## config.mk

```make
export PLATFORM = sky130hd
export DESIGN_NAME = fetch_decode_stage
export DESIGN_NICKNAME = d
export VERILOG_FILES = /design/src/rtl/fetch_decode_stage_pkg.sv /design/src/rtl/fetch_decode_stage_imm_gen.sv /design/src/rtl/fetch_decode_stage.sv
export SDC_FILE = /design/constraint.sdc
export NUM_CORES = 1
export LEC_CHECK = 0
export BUFFER_PORTS_ARGS = -buffer_cell sky130_fd_sc_hd__buf_2
export CAP_MARGIN = 20
export CORE_MARGIN = 2
export CORE_UTILIZATION = 45
export CTS_CLUSTER_SIZE = 28
export DETAILED_ROUTE_END_ITERATION = 12
export GPL_ROUTABILITY_DRIVEN = 0
export GPL_TIMING_DRIVEN = 0
export PLACE_DENSITY = 0.85
export SETUP_SLACK_MARGIN = 0.4
export SLEW_MARGIN = 20
export SYNTH_ARGS = -nofsm -noshare
export SYNTH_HDL_FRONTEND = slang
export SYNTH_SLANG_ARGS = --single-unit
```

## constraint.sdc

```tcl
create_clock -name clk -period 3.4 [get_ports clk]
set_clock_uncertainty 0.1 [all_clocks]
set_input_delay 0 -clock clk [delete_from_list [all_inputs] [get_ports clk]]
set_output_delay 0 -clock clk [all_outputs]
set_load 0.02 [all_outputs]
```

## src/rtl/fetch_decode_stage_pkg.sv

```systemverilog
// Shared RV32I front-end constants: opcode encodings, NOP forms and D_out field positions.
// Also imported by the pipeline controller.
package fetch_decode_stage_pkg;

    localparam logic [4:0] OP_LUI    = 5'b01101;
    localparam logic [4:0] OP_AUIPC  = 5'b00101;
    localparam logic [4:0] OP_JAL    = 5'b11011;
    localparam logic [4:0] OP_JALR   = 5'b11001;
    localparam logic [4:0] OP_BRANCH = 5'b11000;
    localparam logic [4:0] OP_LOAD   = 5'b00000;
    localparam logic [4:0] OP_STORE  = 5'b01000;
    localparam logic [4:0] OP_OP_IMM = 5'b00100;
    localparam logic [4:0] OP_R_TYPE = 5'b01100;
    localparam logic [4:0] OP_NOP    = OP_OP_IMM;

    localparam logic [31:0] NOP_INST   = 32'h0000_0013;
    localparam logic [23:0] NOP_BUNDLE = {19'd0, OP_NOP};

    localparam int DOUT_F7      = 23;
    localparam int DOUT_RS2_LSB = 18;
    localparam int DOUT_RS1_LSB = 13;
    localparam int DOUT_F3_LSB  = 10;
    localparam int DOUT_RD_LSB  = 5;
    localparam int DOUT_OP_LSB  = 0;

    typedef enum logic [2:0] {
        IMM_NONE = 3'd0,
        IMM_I    = 3'd1,
        IMM_S    = 3'd2,
        IMM_B    = 3'd3,
        IMM_U    = 3'd4,
        IMM_J    = 3'd5
    } imm_class_e;

    function automatic logic is_legal_op(input logic [4:0] op);
        logic legal;
        case (op)
            OP_LUI, OP_AUIPC, OP_JAL, OP_JALR, OP_BRANCH,
            OP_LOAD, OP_STORE, OP_OP_IMM, OP_R_TYPE: legal = 1'b1;
            default:                                  legal = 1'b0;
        endcase
        return legal;
    endfunction

    function automatic imm_class_e imm_class(input logic [4:0] op);
        imm_class_e cls;
        case (op)
            OP_LOAD, OP_OP_IMM, OP_JALR: cls = IMM_I;
            OP_STORE:                    cls = IMM_S;
            OP_BRANCH:                   cls = IMM_B;
            OP_LUI, OP_AUIPC:            cls = IMM_U;
            OP_JAL:                      cls = IMM_J;
            default:                     cls = IMM_NONE;
        endcase
        return cls;
    endfunction

endpackage

```

## src/rtl/fetch_decode_stage_imm_gen.sv

```systemverilog
// Immediate generator: sign-extended immediate selected by the instruction's format class.
// Unsupported encodings (including non-32-bit low bits) yield zero.
module fetch_decode_stage_imm_gen
    import fetch_decode_stage_pkg::*;
(
    input  logic [31:0] inst,
    output logic [31:0] imm
);

    // Format-dependent immediate assembly
    always_comb begin
        imm = 32'd0;
        if (inst[1:0] == 2'b11) begin
            case (imm_class(inst[6:2]))
                IMM_I:   imm = {{20{inst[31]}}, inst[31:20]};
                IMM_S:   imm = {{20{inst[31]}}, inst[31:25], inst[11:7]};
                IMM_B:   imm = {{19{inst[31]}}, inst[31], inst[7], inst[30:25], inst[11:8], 1'b0};
                IMM_U:   imm = {inst[31:12], 12'd0};
                IMM_J:   imm = {{11{inst[31]}}, inst[31], inst[19:12], inst[20], inst[30:21], 1'b0};
                default: imm = 32'd0;
            endcase
        end else begin
            imm = 32'd0;
        end
    end

endmodule

```

## src/rtl/fetch_decode_stage.sv

```systemverilog
// RV32I fetch/decode front end: PC register, IF/ID register and field decode.
// Only F_pc, D_inst and D_pc are state; every D_* output is combinational decode.
module fetch_decode_stage
    import fetch_decode_stage_pkg::*;
#(
    parameter logic [31:0] RESET_PC = 32'h0000_0000,
    parameter int          XLEN     = 32
)
(
    input  logic            clk,
    input  logic            rst,
    input  logic            stall,
    input  logic            next_pc_sel,
    input  logic [XLEN-1:0] jb_pc,
    output logic [XLEN-1:0] im_addr,
    input  logic [31:0]     im_rdata,
    output logic [XLEN-1:0] F_pc,
    output logic [XLEN-1:0] D_pc,
    output logic [31:0]     D_inst,
    output logic [23:0]     D_out,
    output logic [31:0]     D_imm,
    output logic [4:0]      D_rs1_index,
    output logic [4:0]      D_rs2_index,
    output logic            D_illegal
);

    logic [XLEN-1:0] f_pc_r;
    logic [XLEN-1:0] d_pc_r;
    logic [31:0]     d_inst_r;

    logic [4:0]  op_s;
    logic [4:0]  rd_s;
    logic [4:0]  rs1_s;
    logic [4:0]  rs2_s;
    logic [2:0]  f3_s;
    logic        f7_s;
    logic        legal_s;
    logic [23:0] bundle_s;
    logic [31:0] imm_s;

    // PC and IF/ID register: stall holds, redirect squashes decode, otherwise advance
    always_ff @(posedge clk or posedge rst) begin
        if (rst) begin
            f_pc_r   <= RESET_PC;
            d_inst_r <= NOP_INST;
            d_pc_r   <= 32'd0;
        end else if (stall) begin
            f_pc_r   <= f_pc_r;
            d_inst_r <= d_inst_r;
            d_pc_r   <= d_pc_r;
        end else if (!next_pc_sel) begin
            f_pc_r   <= jb_pc;
            d_inst_r <= NOP_INST;
            d_pc_r   <= 32'd0;
        end else begin
            f_pc_r   <= f_pc_r + 32'd4;
            d_inst_r <= im_rdata;
            d_pc_r   <= f_pc_r;
        end
    end

    // Field extraction with per-format zeroing of unused register fields
    always_comb begin
        op_s     = d_inst_r[6:2];
        f3_s     = d_inst_r[14:12];
        legal_s  = (d_inst_r[1:0] == 2'b11) && is_legal_op(op_s);
        rd_s     = d_inst_r[11:7];
        rs1_s    = d_inst_r[19:15];
        rs2_s    = 5'd0;
        f7_s     = 1'b0;
        bundle_s = NOP_BUNDLE;

        if ((op_s == OP_LUI) || (op_s == OP_AUIPC) || (op_s == OP_JAL)) begin
            rs1_s = 5'd0;
        end else begin
            rs1_s = d_inst_r[19:15];
        end

        if ((op_s == OP_R_TYPE) || (op_s == OP_STORE) || (op_s == OP_BRANCH)) begin
            rs2_s = d_inst_r[24:20];
        end else begin
            rs2_s = 5'd0;
        end

        if ((op_s == OP_STORE) || (op_s == OP_BRANCH)) begin
            rd_s = 5'd0;
        end else begin
            rd_s = d_inst_r[11:7];
        end

        // inst[30] only distinguishes SUB/SRA and SRAI from their siblings
        if ((op_s == OP_R_TYPE) || ((op_s == OP_OP_IMM) && (f3_s == 3'b101))) begin
            f7_s = d_inst_r[30];
        end else begin
            f7_s = 1'b0;
        end

        if (legal_s) begin
            bundle_s                          = 24'd0;
            bundle_s[DOUT_F7]                 = f7_s;
            bundle_s[DOUT_RS2_LSB +: 5]       = rs2_s;
            bundle_s[DOUT_RS1_LSB +: 5]       = rs1_s;
            bundle_s[DOUT_F3_LSB  +: 3]       = f3_s;
            bundle_s[DOUT_RD_LSB  +: 5]       = rd_s;
            bundle_s[DOUT_OP_LSB  +: 5]       = op_s;
        end else begin
            bundle_s = NOP_BUNDLE;
        end
    end

    fetch_decode_stage_imm_gen u_imm_gen (
        .inst (d_inst_r),
        .imm  (imm_s)
    );

    assign im_addr     = f_pc_r;
    assign F_pc        = f_pc_r;
    assign D_pc        = d_pc_r;
    assign D_inst      = d_inst_r;
    assign D_out       = bundle_s;
    assign D_imm       = imm_s;
    assign D_rs1_index = bundle_s[DOUT_RS1_LSB +: 5];
    assign D_rs2_index = bundle_s[DOUT_RS2_LSB +: 5];
    assign D_illegal   = ~legal_s;

endmodule

```

Yosys cells after proc, flatten, opt, wreduce, memory -nomap -nowiden
Memories as Yosys holds them, arrays and structs flattened.
Cells that the tools add are included.
Cells by class
  add/subtract/negate cells: 1
  equality and inequality tests: 14
  muxes and demuxes: 11
  bitwise gates (word level): 1
  reduce and logical (&&, ||, !) cells: 8
Operators with widths (count)
  one-hot mux 32 bit (5 select lines): 1
  2-to-1 mux 32 bit: 4
  adder 32 x 3 -> 32 bit (second input constant): 1
  2-to-1 mux 24 bit: 1
  == test 5 x 4 -> 1 bit (second input constant): 3
  2-to-1 mux 5 bit: 3
  == test 5 x 3 -> 1 bit (second input constant): 2
  == test 5 bit (second input constant): 2
  == test 3 bit (second input constant): 3
  == test 3 x 2 -> 1 bit (second input constant): 2
  logical OR 1 bit: 6
  == test 3 x 1 -> 1 bit (second input constant): 1
  2-to-1 mux 3 bit: 1
  == test 2 bit (second input constant): 1
  logical AND 1 bit: 2
  2-to-1 mux 1 bit: 1
  inverter 1 bit: 1
Word-level totals
  register bits: 96
  bits in read-only memories: 128
  bits of input ports: 68
  output and inout bits: 195
  word-level logic and storage cells: 40
  memories: 2
Memories
  (no name shown): words 32, bits a word 3, read ports 1, clocked after memory_dff 0, write ports 0, line fetch_decode_stage_pkg.sv:47  | case (op)
  (no name shown): words 32, bits a word 1, read ports 1, clocked after memory_dff 0, write ports 0, line fetch_decode_stage_pkg.sv:37  | case (op)

Depth between registers and ports, before layout
Gate-level depths: netlist of the first run.
  depth after elaboration: 5
  gate-level depth with buffers: 6
  depth with buffers taken out: 5

Hierarchy
A second synthesis of the first run with hierarchy kept.
Second synthesis, totals
  cells, all modules: 644
  area, all modules: 5595.4 µm²
Modules (own cells, without submodules)
  fetch_decode_stage: instances 1, cells an instance 550, area an instance 5088.6 µm², sequential area each 2406.1 µm²
  fetch_decode_stage_imm_gen: instances 1, cells an instance 94, area an instance 506.7 µm², sequential area each 0.0 µm²

Least setup slack after synthesis of the first run
Ideal clock, no wire load.
  path type: reg2out
  start: register d_inst_r[4] (netlist: D_inst[4])
  end: output D_out[23]
  data arrival time: 1924 ps
  required time: 3300 ps
  path slack: 1376 ps
  cell stages (with the launch flop): 4
  path buffers: 0
  cells stage by stage: dfstp_2 -> or3b_1 -> or4b_1 -> nor3_1
On the way
  word-level cells in the longest chain between the ends: 5
  elaborated cells between the ends (all ways): 8
  those cells by class: eq/ne: 2; mux: 2; reduce/logical: 3; memory: 1
RTL lines
  from (decl): line fetch_decode_stage.sv:29  | logic [31:0] d_inst_r;
  from (signal assigned): line fetch_decode_stage.sv:49  | d_inst_r <= d_inst_r;
  from (signal assigned): line fetch_decode_stage.sv:57  | d_inst_r <= im_rdata;
  branches (longest 4 deep; another with memory read (32 x 1 bit))
  2-to-1 mux 24 bit (*): line fetch_decode_stage.sv:98  | if (legal_s) begin
  to (decl): line fetch_decode_stage.sv:20  | output logic [23:0] D_out,
Mark *: on every way between the ends.

Worst setup path in the final report of the first run
  start: register d_inst_r[4] (netlist: D_inst[4])
  end: output D_imm[16]
On the way
  word-level cells in the longest chain between the ends: 5
  elaborated cells between the ends (all ways): 9
  those cells by class: eq/ne: 5; mux: 3; memory: 1
RTL lines
  memory read (32 x 3 bit) (*)
  2-to-1 mux 3 bit (*): line fetch_decode_stage_imm_gen.sv:13  | if (inst[1:0] == 2'b11) begin
  == test 3 bit, or another cell as far along: line fetch_decode_stage_imm_gen.sv:14  | case (imm_class(inst[6:2]))
  one-hot mux 32 bit (5 select lines) (*): line fetch_decode_stage_imm_gen.sv:14
  2-to-1 mux 32 bit (*): line fetch_decode_stage_imm_gen.sv:13
  to (decl): line fetch_decode_stage.sv:21  | output logic [31:0] D_imm,
Mark *: on every way between the ends. The rest lies on a longest branch, timed or not. The select of a mux whose other input is x is not followed.

==> qor.yml, run 1 <==
layout:
  layout.cells.most_common: "buf_2"
  final_cell_mix: "buf_2 (269), nand2_1 (103), dfrtp_1 (93)"
  fill_cells: 981
  nets: 1030
  finalInstanceArea_um2: 7874
  layout-drive-gt1-share: 0.3551
  area_growth_pct: 43.15
critical_path:
  start_kind: "flip-flop"
  cpMaxStageDelayCell: "dfstp_2"
  cp_max_fo: 10
  cpPeakStageDelay_ps: 580
  crit_buf_inv: 2
  crit_top_cell: "a21oi_1"
  crit_arrival_ps: 2480
  worstPathRequired_ps: 3300
  critPathCaptureType: "output port"
  crit_type: "reg -> out"
  critPathTopFamily: "compound AO/OA/AOI/OAI gates"
  crit_path_cell_trace: "clkbuf_1 -> nand4b_1 -> a21oi_1 -> o21ai_1 -> a21oi_1 -> buf_2"
global_route:
  antenna_found_initial: 1
  grt_remaining_overflow: 0
  grt_pass1_wl_um: 31600
  grt_max_degree: 50
  track_usage: 0.3096
  grt_pass1_vias: 5986
placement:
  dpl.hpwl_um: 14850
  place_ws_ps: 1223
  numPortBuffers: 262
  dpl_cell_area_um2: 7028
logic_synthesis:
  synth_flop_cell: "dfrtp_1"
  yosys-top-cells-area: "dfrtp_1 (42%), nand2_1 (7.0%), buf_4 (5.9%)"
  ys_seq_elements: 96
  yosysUniqueCellTypes: 66
  synth_edf_count: 0
  netlist_instances: 627
  syn_area_per_cell_um2: 8.772
  synth_top_area_frac: 0.4231
  yosys.area.top_type: "dfrtp_1"
  synth_fp_nets: 696
  async_reset_ff_frac: 1.000
  ys_seq_area_frac: 0.4374
  syn_area_um2: 5500
  yosysWarnings: 0
detailed_routing:
  routed_wl_um: 20830
  drcViolationCount: 0
  wl_per_cell_um: 18.75
  drt_iter0_drc: 599
  first_pass_iters: 6
  dr_total_vias: 6315
  drtAntennaViolNets: 0
  viasPerCell: 5.684
power_and_ir_drop:
  power_density_nw_per_um2: 449.8
  power.leakage_nw: 3.965
  ir_drop_v: 0.0002329
cts:
  numCtsBuffers: 9
  tritoncts: "done"
  cts_sinks: 96
  worstSkewPairLatency_ps: 340
  root_buffer: "clkbuf_16"
  cts.path.max_buffers: 2
  clk_pin_slew_ps: 70
  htreeDepth: 3
  post_cts_resized: 0
die:
  die-height_um: 114.6
  coreArea_um2: 11960
  io_pins: 263
  start_util: 0.4598
  die-area_um2: 13120
  die_w_um: 114.6
  rows: 40
timing:
  min_period_ps: 2582
  holdWs_ps: 12.77
  rsz0062_at_grt: "false"
  finalHoldViolations: 0
  setup_viol: 0
  slew-limit-headroom: 0.4455
  min_period_over_period: 0.7593
  fmax_mhz: 387.3
  fin_ws_ps: 818.3
  fin_tns_setup_ps: 0
  slew_violations: 0
  tightest_slew_ps: 828.7
job:
  cap_violations: 0
outcome:
  status: "finished clean"
hold_path:
  holdCritPathClass: "in -> reg"
## cell type report
class | instances | area [um^2] | share of cell area
multi-input combinational | 432 | 2522 | 0.3204
tap | 147 | 183.9 | 0.02336
clock buffer | 11 | 232.7 | 0.02956
clock inverter | 2 | 10.01 | 0.001271
antenna | 1 | 2.502 | 0.0003178
buffer | 85 | 519.2 | 0.06595
inverter | 14 | 57.56 | 0.007310
timing repair buffer | 323 | 1939 | 0.2463
sequential | 96 | 2406 | 0.3056
## worst register-to-register path, stage by stage (launching register included)
cell	delay, ps
dfrtp_1	500
ha_1	260
nand3_1	160
nor2_1	240
clkbuf_1	420
nand4_1	150
a211oi_1	280
## what timing repair did
| item | 4_1_cts | 5_1_grt |
|---|---|---|
| endpoints found under the hold margin | 113 | 0 |
| setup endpoints to repair | 0 | 0 |
| buffers inserted | 0 | 0 |
| hold buffers | 60 | 0 |
## metal layers
metal,global-route usage,part of all wire
met5,0,0
met4,0.1496,0.038
met3,0.07094,0.093
met2,0.5487,0.50
met1,0.3505,0.37
## registers in the layout, indices dropped and copies added, names as in the netlist
register  count
F_pc         32
D_pc         32
D_inst       32
## path summary, 6_finish.rpt
check	startpoint	to	slack, ps	cells after the start
worst max-delay path	D_inst[4]	D_imm[16]	820	6
worst min-delay path	jb_pc[12]	F_pc[12]	10	4
worst max register to register	F_pc[2]	F_pc[28]	1200	6
worst min register to register	D_pc[21]	D_pc[21]	380	2
max in group asynchronous	rst	F_pc[1]	2440	4
min in group asynchronous	rst	D_inst[15]	130	3
## through the flow
step                        util  std cells  power, W
after floorplan                -        627  0.002157
after global placement    0.5848       1036  0.002561
after detailed placement  0.5876       1037  0.002588
after CTS                 0.6581       1110  0.003529
after global routing      0.6583       1111  0.003696
final                     0.6583       1111  0.003541
## cell usage after synthesis (all sizes together), types with 5 or more instances
| cell type | number |
|---|---|
| a31oi | 7 |
| and4 | 5 |
| nor2 | 24 |
| nand2 | 103 |
| o22ai | 6 |
| o22a | 9 |
| inv | 14 |
| clkbuf | 25 |
| o21ai | 44 |
| a21oi | 50 |
| nand4 | 10 |
| dfrtp | 93 |
| and2 | 30 |
| nand3 | 23 |
| a22o | 28 |
| a22oi | 5 |
| or3 | 7 |
| buf | 60 |
| and3 | 7 |
| nor3 | 13 |
## where the power goes
part	switching, W	internal, W
registers	0.000193	0.00127
logic	0.000714	0.000465
clock network	0.000414	0.000482
## cell families after synthesis
logic type               share of synthesized area
adder cells (fa/ha/maj)                   0.002274
AO/OA/AOI/OAI                               0.2161
flip-flops                                  0.4374
buffers and inverters                       0.1040
multiplexers                              0.003640
AND/OR/NAND/NOR                             0.2366
No activity file was read; power rests on OpenSTA's default activity.
==> run 2, diff against run 1 <==
--- a/config.mk
+++ b/config.mk
@@ -8,7 +8,7 @@
 export BUFFER_PORTS_ARGS = -buffer_cell sky130_fd_sc_hd__buf_2
 export CAP_MARGIN = 20
 export CORE_MARGIN = 2
-export CORE_UTILIZATION = 45
+export CORE_UTILIZATION = 43
 export CTS_CLUSTER_SIZE = 28
 export DETAILED_ROUTE_END_ITERATION = 12
 export GPL_ROUTABILITY_DRIVEN = 0
==> constraint.sdc (replaced) <==
create_clock -name clk -period 2.2 [get_ports clk]
set_clock_uncertainty 0.1 [all_clocks]
set_input_delay 0 -clock clk [delete_from_list [all_inputs] [get_ports clk]]
set_output_delay 0 -clock clk [all_outputs]
set_load 0.02 [all_outputs]
==> run 2 against run 1 <==
Effect of this change: the run now ends with negative setup slack left; register-to-register slack worse by 790 ps; critical path depth down 1; first-iteration DRC count up 50%; core utilization up 9.9 points; combinational power up 100%; sequential share of layout area down 5.0 points; clock power up 99%; count of clock-buffer cells in the layout up 1; total power up 82%; hold slack worse by 4.5 ps; global-route usage up 0.73 points; non-clock buffer count up 66; critical path type unchanged; largest power group is now combinational cells.
==> qor.yml, run 2 (same netlist as run 1, synthesis figures left out) <==
layout:
  n_antenna_cell: 0
  nets: 1097
  fill_cells: 790
  layout.cells.most_common: "buf_2"
  layout-drive-gt1-share: 0.5179
  postLayoutCoreUtil: 0.7570
  area_growth_pct: 72.98
  final_cell_mix: "buf_2 (205), buf_4 (93), nand2_1 (89)"
cts:
  cts_sinks: 96
  worstSkewPairLatency_ps: 340
  clk_pin_slew_ps: 70
  tritoncts: "done"
  htreeDepth: 3
  cts.path.max_buffers: 2
  numCtsBuffers: 9
  root_buffer: "clkbuf_16"
die:
  die-area_um2: 13710
  coreArea_um2: 12570
  start_util: 0.4376
  rows: 41
  io_pins: 263
  die-height_um: 117.1
  die_w_um: 117.1
critical_path:
  crit_path_cell_trace: "or3b_4 -> a21boi_4 -> nand2_2 -> a21oi_2 -> buf_6"
  cp_max_fo: 9
  critPathTopFamily: "compound AO/OA/AOI/OAI gates"
  worstPathRequired_ps: 2100
  cpMaxStageDelayCell: "dfstp_2"
  crit_type: "reg -> out"
  cpPeakStageDelay_ps: 580
  r2r_end: "F_pc[23]"
  r2r-start: "F_pc[11]"
  crit_buf_inv: 1
  r2r_cells: 5
  reg2reg_slack_ps: 410
  start_kind: "flip-flop"
  crit_arrival_ps: 2390
  critPathCaptureType: "output port"
timing:
  min_period_over_period: 1.131
  tightest_slew_ps: 845.6
  setup_viol: 34
  min_period_ps: 2488
  slew_violations: 0
  slew-limit-headroom: 0.4342
  fin_ws_ps: -287.6
  holdWs_ps: 8.258
  rsz0062_at_grt: "true"
  fmax_mhz: 402.0
  finalHoldViolations: 0
  fin_tns_setup_ps: -2230
placement:
  place_ws_ps: 8.499
  dpl.hpwl_um: 14950
  numPortBuffers: 262
global_route:
  track_usage: 0.3169
  grt_pass1_vias: 6168
  grt_remaining_overflow: 0
  grt_max_degree: 29
  grt_pass1_wl_um: 33050
  antenna_found_initial: 0
power_and_ir_drop:
  p_int_w: 0.004081
  pwr-share-comb: 0.372
  switching_power_w: 0.002370
  p_seq_frac: 0.351
  switching_share: 0.3674
  ir_drop_v: 0.0004941
  power_density_nw_per_um2: 678.1
  p_clk_frac: 0.277
  power.leakage_nw: 4.505
hold_path:
  holdCritPathClass: "in -> reg"
  hold_end: "F_pc[20]"
  whs_path_depth: 4
  min-delay-start: "jb_pc[20]"
detailed_routing:
  viasPerCell: 5.887
  dr_total_vias: 7094
  routed_wl_um: 26470
  drcViolationCount: 0
  drt_iter0_drc: 898
  wl_per_cell_um: 21.97
  first_pass_iters: 7
  drtAntennaViolNets: 0
outcome:
  status: "finished with violations"
  failed_checks: "negative setup slack"
job:
  cap_violations: 0
==> run 2: timing repair <==
item                                    CTS  global route
endpoints found under the setup margin   84            79
setup buffers                            22            37
hold endpoints to repair                107             0
hold buffers                             61             0
pin swaps                                 9            41
gates resized for setup                  75           204
gates cloned                              1             4
==> run 2: power groups by stage <==
stage	Sequential [W]	Combinational, W	Clock, W
6_report	0.00227	0.00240	0.00178
5_1_grt	0.00229	0.00253	0.00187
4_1_cts	0.00224	0.00200	0.00176
3_5_place_dp	0.00229	0.00175	0
3_3_place_gp	0.00229	0.00171	0
2_1_floorplan	0.00246	0.000907	0
==> run 2: worst max-delay path by stage <==
stage / depth (start not counted) / slack [ps] / startpoint / end
5_1_grt: 5 / -370 / D_inst[4] / D_imm[15]
3_5_place_dp: 7 / 8 / D_inst[4] / D_imm[13]
6_report: 5 / -290 / D_inst[4] / D_imm[15]
3_3_place_gp: 7 / -1 / D_inst[4] / D_imm[14]
2_1_floorplan: 5 / 320 / D_inst[5] / D_imm[13]
4_1_cts: 5 / 20 / D_inst[4] / D_imm[13]
==> run 2: per-stage QoR <==
| step | cells | cell area (um^2) | total power [W] |
|---|---|---|---|
| 2_1_floorplan | 627 | 5605 | 0.003369 |
| 3_3_place_gp | 1061 | 7132 | 0.003995 |
| 3_5_place_dp | 1064 | 7199 | 0.004044 |
| 4_1_cts | 1164 | 8534 | 0.006001 |
| 5_1_grt | 1205 | 9514 | 0.006689 |
| 6_report | 1205 | 9514 | 0.006452 |
==> run 2: final cells by class <==
cell class                 count  area, um^2  share of cell area
inverter                      14       56.30            0.005918
clock buffer                  12       256.5             0.02696
buffer                        85       630.6             0.06628
tap                          172       215.2             0.02262
multi-input combinational    433        2975              0.3127
timing repair buffer         389        2870              0.3017
sequential                    96        2434              0.2558
clock inverter                 4       76.32            0.008022
==> run 2: metal layers <==
layer / vias up / share of wire / GRT usage
met4: 0 / 0.056 / 0.1451
met5: - / 0 / 0
li1: 3021 / - / -
met3: 134 / 0.10 / 0.08136
met1: 3363 / 0.35 / 0.3618
met2: 576 / 0.49 / 0.5580
==> run 2: worst register-to-register path: cells and delay by family (launching register included) <==
kind	cells	cell delay, ps
buf+inv	1	170
simple gates	3	820
compound gates	1	180
flops	1	460
==> run 3, diff against run 2 <==
--- a/config.mk
+++ b/config.mk
@@ -13,9 +13,10 @@
 export DETAILED_ROUTE_END_ITERATION = 12
 export GPL_ROUTABILITY_DRIVEN = 0
 export GPL_TIMING_DRIVEN = 0
-export PLACE_DENSITY = 0.85
+export PLACE_DENSITY = 0.75
 export SETUP_SLACK_MARGIN = 0.4
 export SLEW_MARGIN = 20
 export SYNTH_ARGS = -nofsm -noshare
 export SYNTH_HDL_FRONTEND = slang
+export SYNTH_HIERARCHICAL = 1
 export SYNTH_SLANG_ARGS = --single-unit
==> run 3 against run 2 <==
Effect of this change: the run still ends with negative setup slack left; critical path depth increased by 1; count of clock-buffer cells in the layout decreased by 1; clock power is 17% lower; flip-flop and latch count stayed put; synthesized area is 1.7% higher; worst setup slack improved by 230 ps; combinational power fell by 4%; total power down 6.7%; via count fell by 0.83%; non-clock buffer count fell by 13; global-route usage decreased by 0.47 points; register-to-register slack gained 40 ps; critical path type unchanged; highest routed layer unchanged.
==> qor.yml, run 3 <==
die:
  die_w_um: 118.1
  die-area_um2: 13940
  coreArea_um2: 12670
  rows: 41
  start_util: 0.4416
  io_pins: 263
  die-height_um: 118.1
layout:
  n_antenna_cell: 0
  area_growth_pct: 65.81
  layout.cells.most_common: "buf_2"
  nets: 1101
  fill_cells: 862
  postLayoutCoreUtil: 0.7322
  final_cell_mix: "buf_2 (209), buf_4 (105), nand2_1 (88)"
  layout-drive-gt1-share: 0.4879
power_and_ir_drop:
  ir_drop_v: 0.0004207
  power.leakage_nw: 4.379
  total_power_w: 0.006020
  power_density_nw_per_um2: 648.9
critical_path:
  r2r_cells: 6
  crit_path_cell_trace: "or3b_4 -> nor2_4 -> buf_6 -> nand2_1 -> a21oi_1 -> buf_4"
  crit_buf_inv: 2
  crit_arrival_ps: 2160
  cpMaxStageDelayCell: "dfstp_2"
  crit_path_end: "D_imm[29]"
  reg2reg_slack_ps: 450
  critPathCaptureType: "output port"
  cpPeakStageDelay_ps: 600
  cp_max_fo: 7
  r2r-start: "F_pc[3]"
  path_depth: 6
  worstSetupStartpoint: "D_inst[4]"
  critPathTopFamily: "simple AND/OR/NAND/NOR gates"
  worstPathRequired_ps: 2100
  crit_type: "reg -> out"
  start_kind: "flip-flop"
  r2r_end: "F_pc[23]"
logic_synthesis:
  synth.top_cells.by_count: "dfrtp_1 (93), nand2_1 (91), buf_4 (44)"
  syn_area_per_cell_um2: 8.688
  ys_seq_area_frac: 0.4300
  synth_edf_count: 0
  yosysUniqueCellTypes: 65
  yosysWarnings: 6
  synth_top_area_frac: 0.4159
  netlist_instances: 644
  syn_area_um2: 5595
  async_reset_ff_frac: 1.000
  yosys-top-cells-area: "dfrtp_1 (42%), nand2_1 (6.1%), buf_4 (5.9%)"
  synth_flop_cell: "dfrtp_1"
  yosys.area.top_type: "dfrtp_1"
  synth_most_common_cell: "dfrtp_1"
  ys_seq_elements: 96
  synth_fp_nets: 713
global_route:
  grt_pass1_vias: 6565
  grt_pass1_wl_um: 34720
  grt_remaining_overflow: 0
  track_usage: 0.3121
  antenna_found_initial: 0
  grt_max_degree: 31
timing:
  finalHoldViolations: 0
  holdWs_ps: 6.270
  min_period_ps: 2262
  fmax_mhz: 442.2
  setup_viol: 3
  fin_ws_ps: -61.59
  tightest_slew_ps: 858.4
  min_period_over_period: 1.028
  slew_violations: 0
  rsz0062_at_grt: "true"
  slew-limit-headroom: 0.4256
detailed_routing:
  viasPerCell: 5.819
  routed_wl_um: 24240
  dr_total_vias: 7035
  drtAntennaViolNets: 0
  first_pass_iters: 6
  drcViolationCount: 0
  drt_iter0_drc: 698
  wl_per_cell_um: 20.05
cts:
  numCtsBuffers: 9
  tritoncts: "done"
  root_buffer: "clkbuf_16"
  worstSkewPairLatency_ps: 340
  cts.path.max_buffers: 2
  cts_sinks: 96
  htreeDepth: 3
  clk_pin_slew_ps: 70
outcome:
  status: "finished with violations"
  failed_checks: "negative setup slack"
job:
  cap_violations: 0
placement:
  place_ws_ps: 60.10
  dpl.hpwl_um: 15080
  numPortBuffers: 261
hold_path:
  holdCritPathClass: "in -> reg"
==> run 3: worst min path at each step <==
stage | from | to | slack [ps] | cells past startpoint
final | jb_pc[10] | F_pc[10] | 6 | 4
after global placement | jb_pc[0] | F_pc[0] | 100 | 3
after CTS | jb_pc[10] | F_pc[10] | 8 | 4
after floorplan | jb_pc[0] | F_pc[0] | 5 | 2
after global routing | stall | D_inst[11] | 40 | 3
after detailed placement | rst | D_pc[6] | -50 | 2
==> run 3: what timing repair did <==
item                                   in CTS  in global routing
hold buffers                               62                  0
buffers inserted                           33                 17
pin swaps                                  17                 30
cloned                                      0                  1
gates resized for setup                    97                117
setup endpoints to repair                  80                 88
endpoints found under the hold margin     128                  0
==> run 3: worst min-delay path, delay by kind of cell <==
kind,cells,cell delay [ps]
compound gates,2,300
buf+inv,1,80
simple gates,1,40
==> run 3: per-stage QoR <==
step / TNS [ps] / cells / instance area [um^2]
3_3_place_gp: 0 / 1077 / 7204
5_1_grt: -279.3 / 1209 / 9278
4_1_cts: 0 / 1191 / 8762
3_5_place_dp: 0 / 1080 / 7264
2_1_floorplan: 0 / 644 / 5683
6_report: -88.73 / 1209 / 9278
==> run 3: power breakdown <==
part	switching, W	internal, W	total [W]
logic	0.00132	0.000973	0.00230
registers	0.000265	0.00198	0.00224
clock network	0.000715	0.000767	0.00148
total	0.00230	0.00372	0.00602
==> run 3: area by class of cell <==
cell class,instances,area [um^2],share of cell area
Multi-Input combinational cell,442,3000,0.3234
Timing Repair Buffer,377,2666,0.2874
Sequential cell,96,2431,0.2620
Buffer,84,606.8,0.06541
Clock buffer,11,232.7,0.02508
Tap cell,172,215.2,0.02320
Inverter,22,91.34,0.009845
Clock inverter,5,33.78,0.003641
==> run 3: cell families (layout without fill, tap and decap cells) <==
group,count (synthesis),count (layout),synth area share
AO/OA/AOI/OAI,194,194,0.2382
adder cells (fa/ha/maj),1,1,0.002236
buffers and inverters,106,499,0.1096
flip-flops,96,96,0.4300
multiplexers,1,1,0.001789
AND/OR/NAND/NOR,246,246,0.2182
==> run 3: routing by layer <==
metal / vias up / global-route usage / share of wire
met5: - / 0 / 0
met4: 0 / 0.1657 / 0.042
met3: 101 / 0.05184 / 0.075
met2: 473 / 0.5383 / 0.50
met1: 3397 / 0.3710 / 0.38
li1: 3064 / - / -
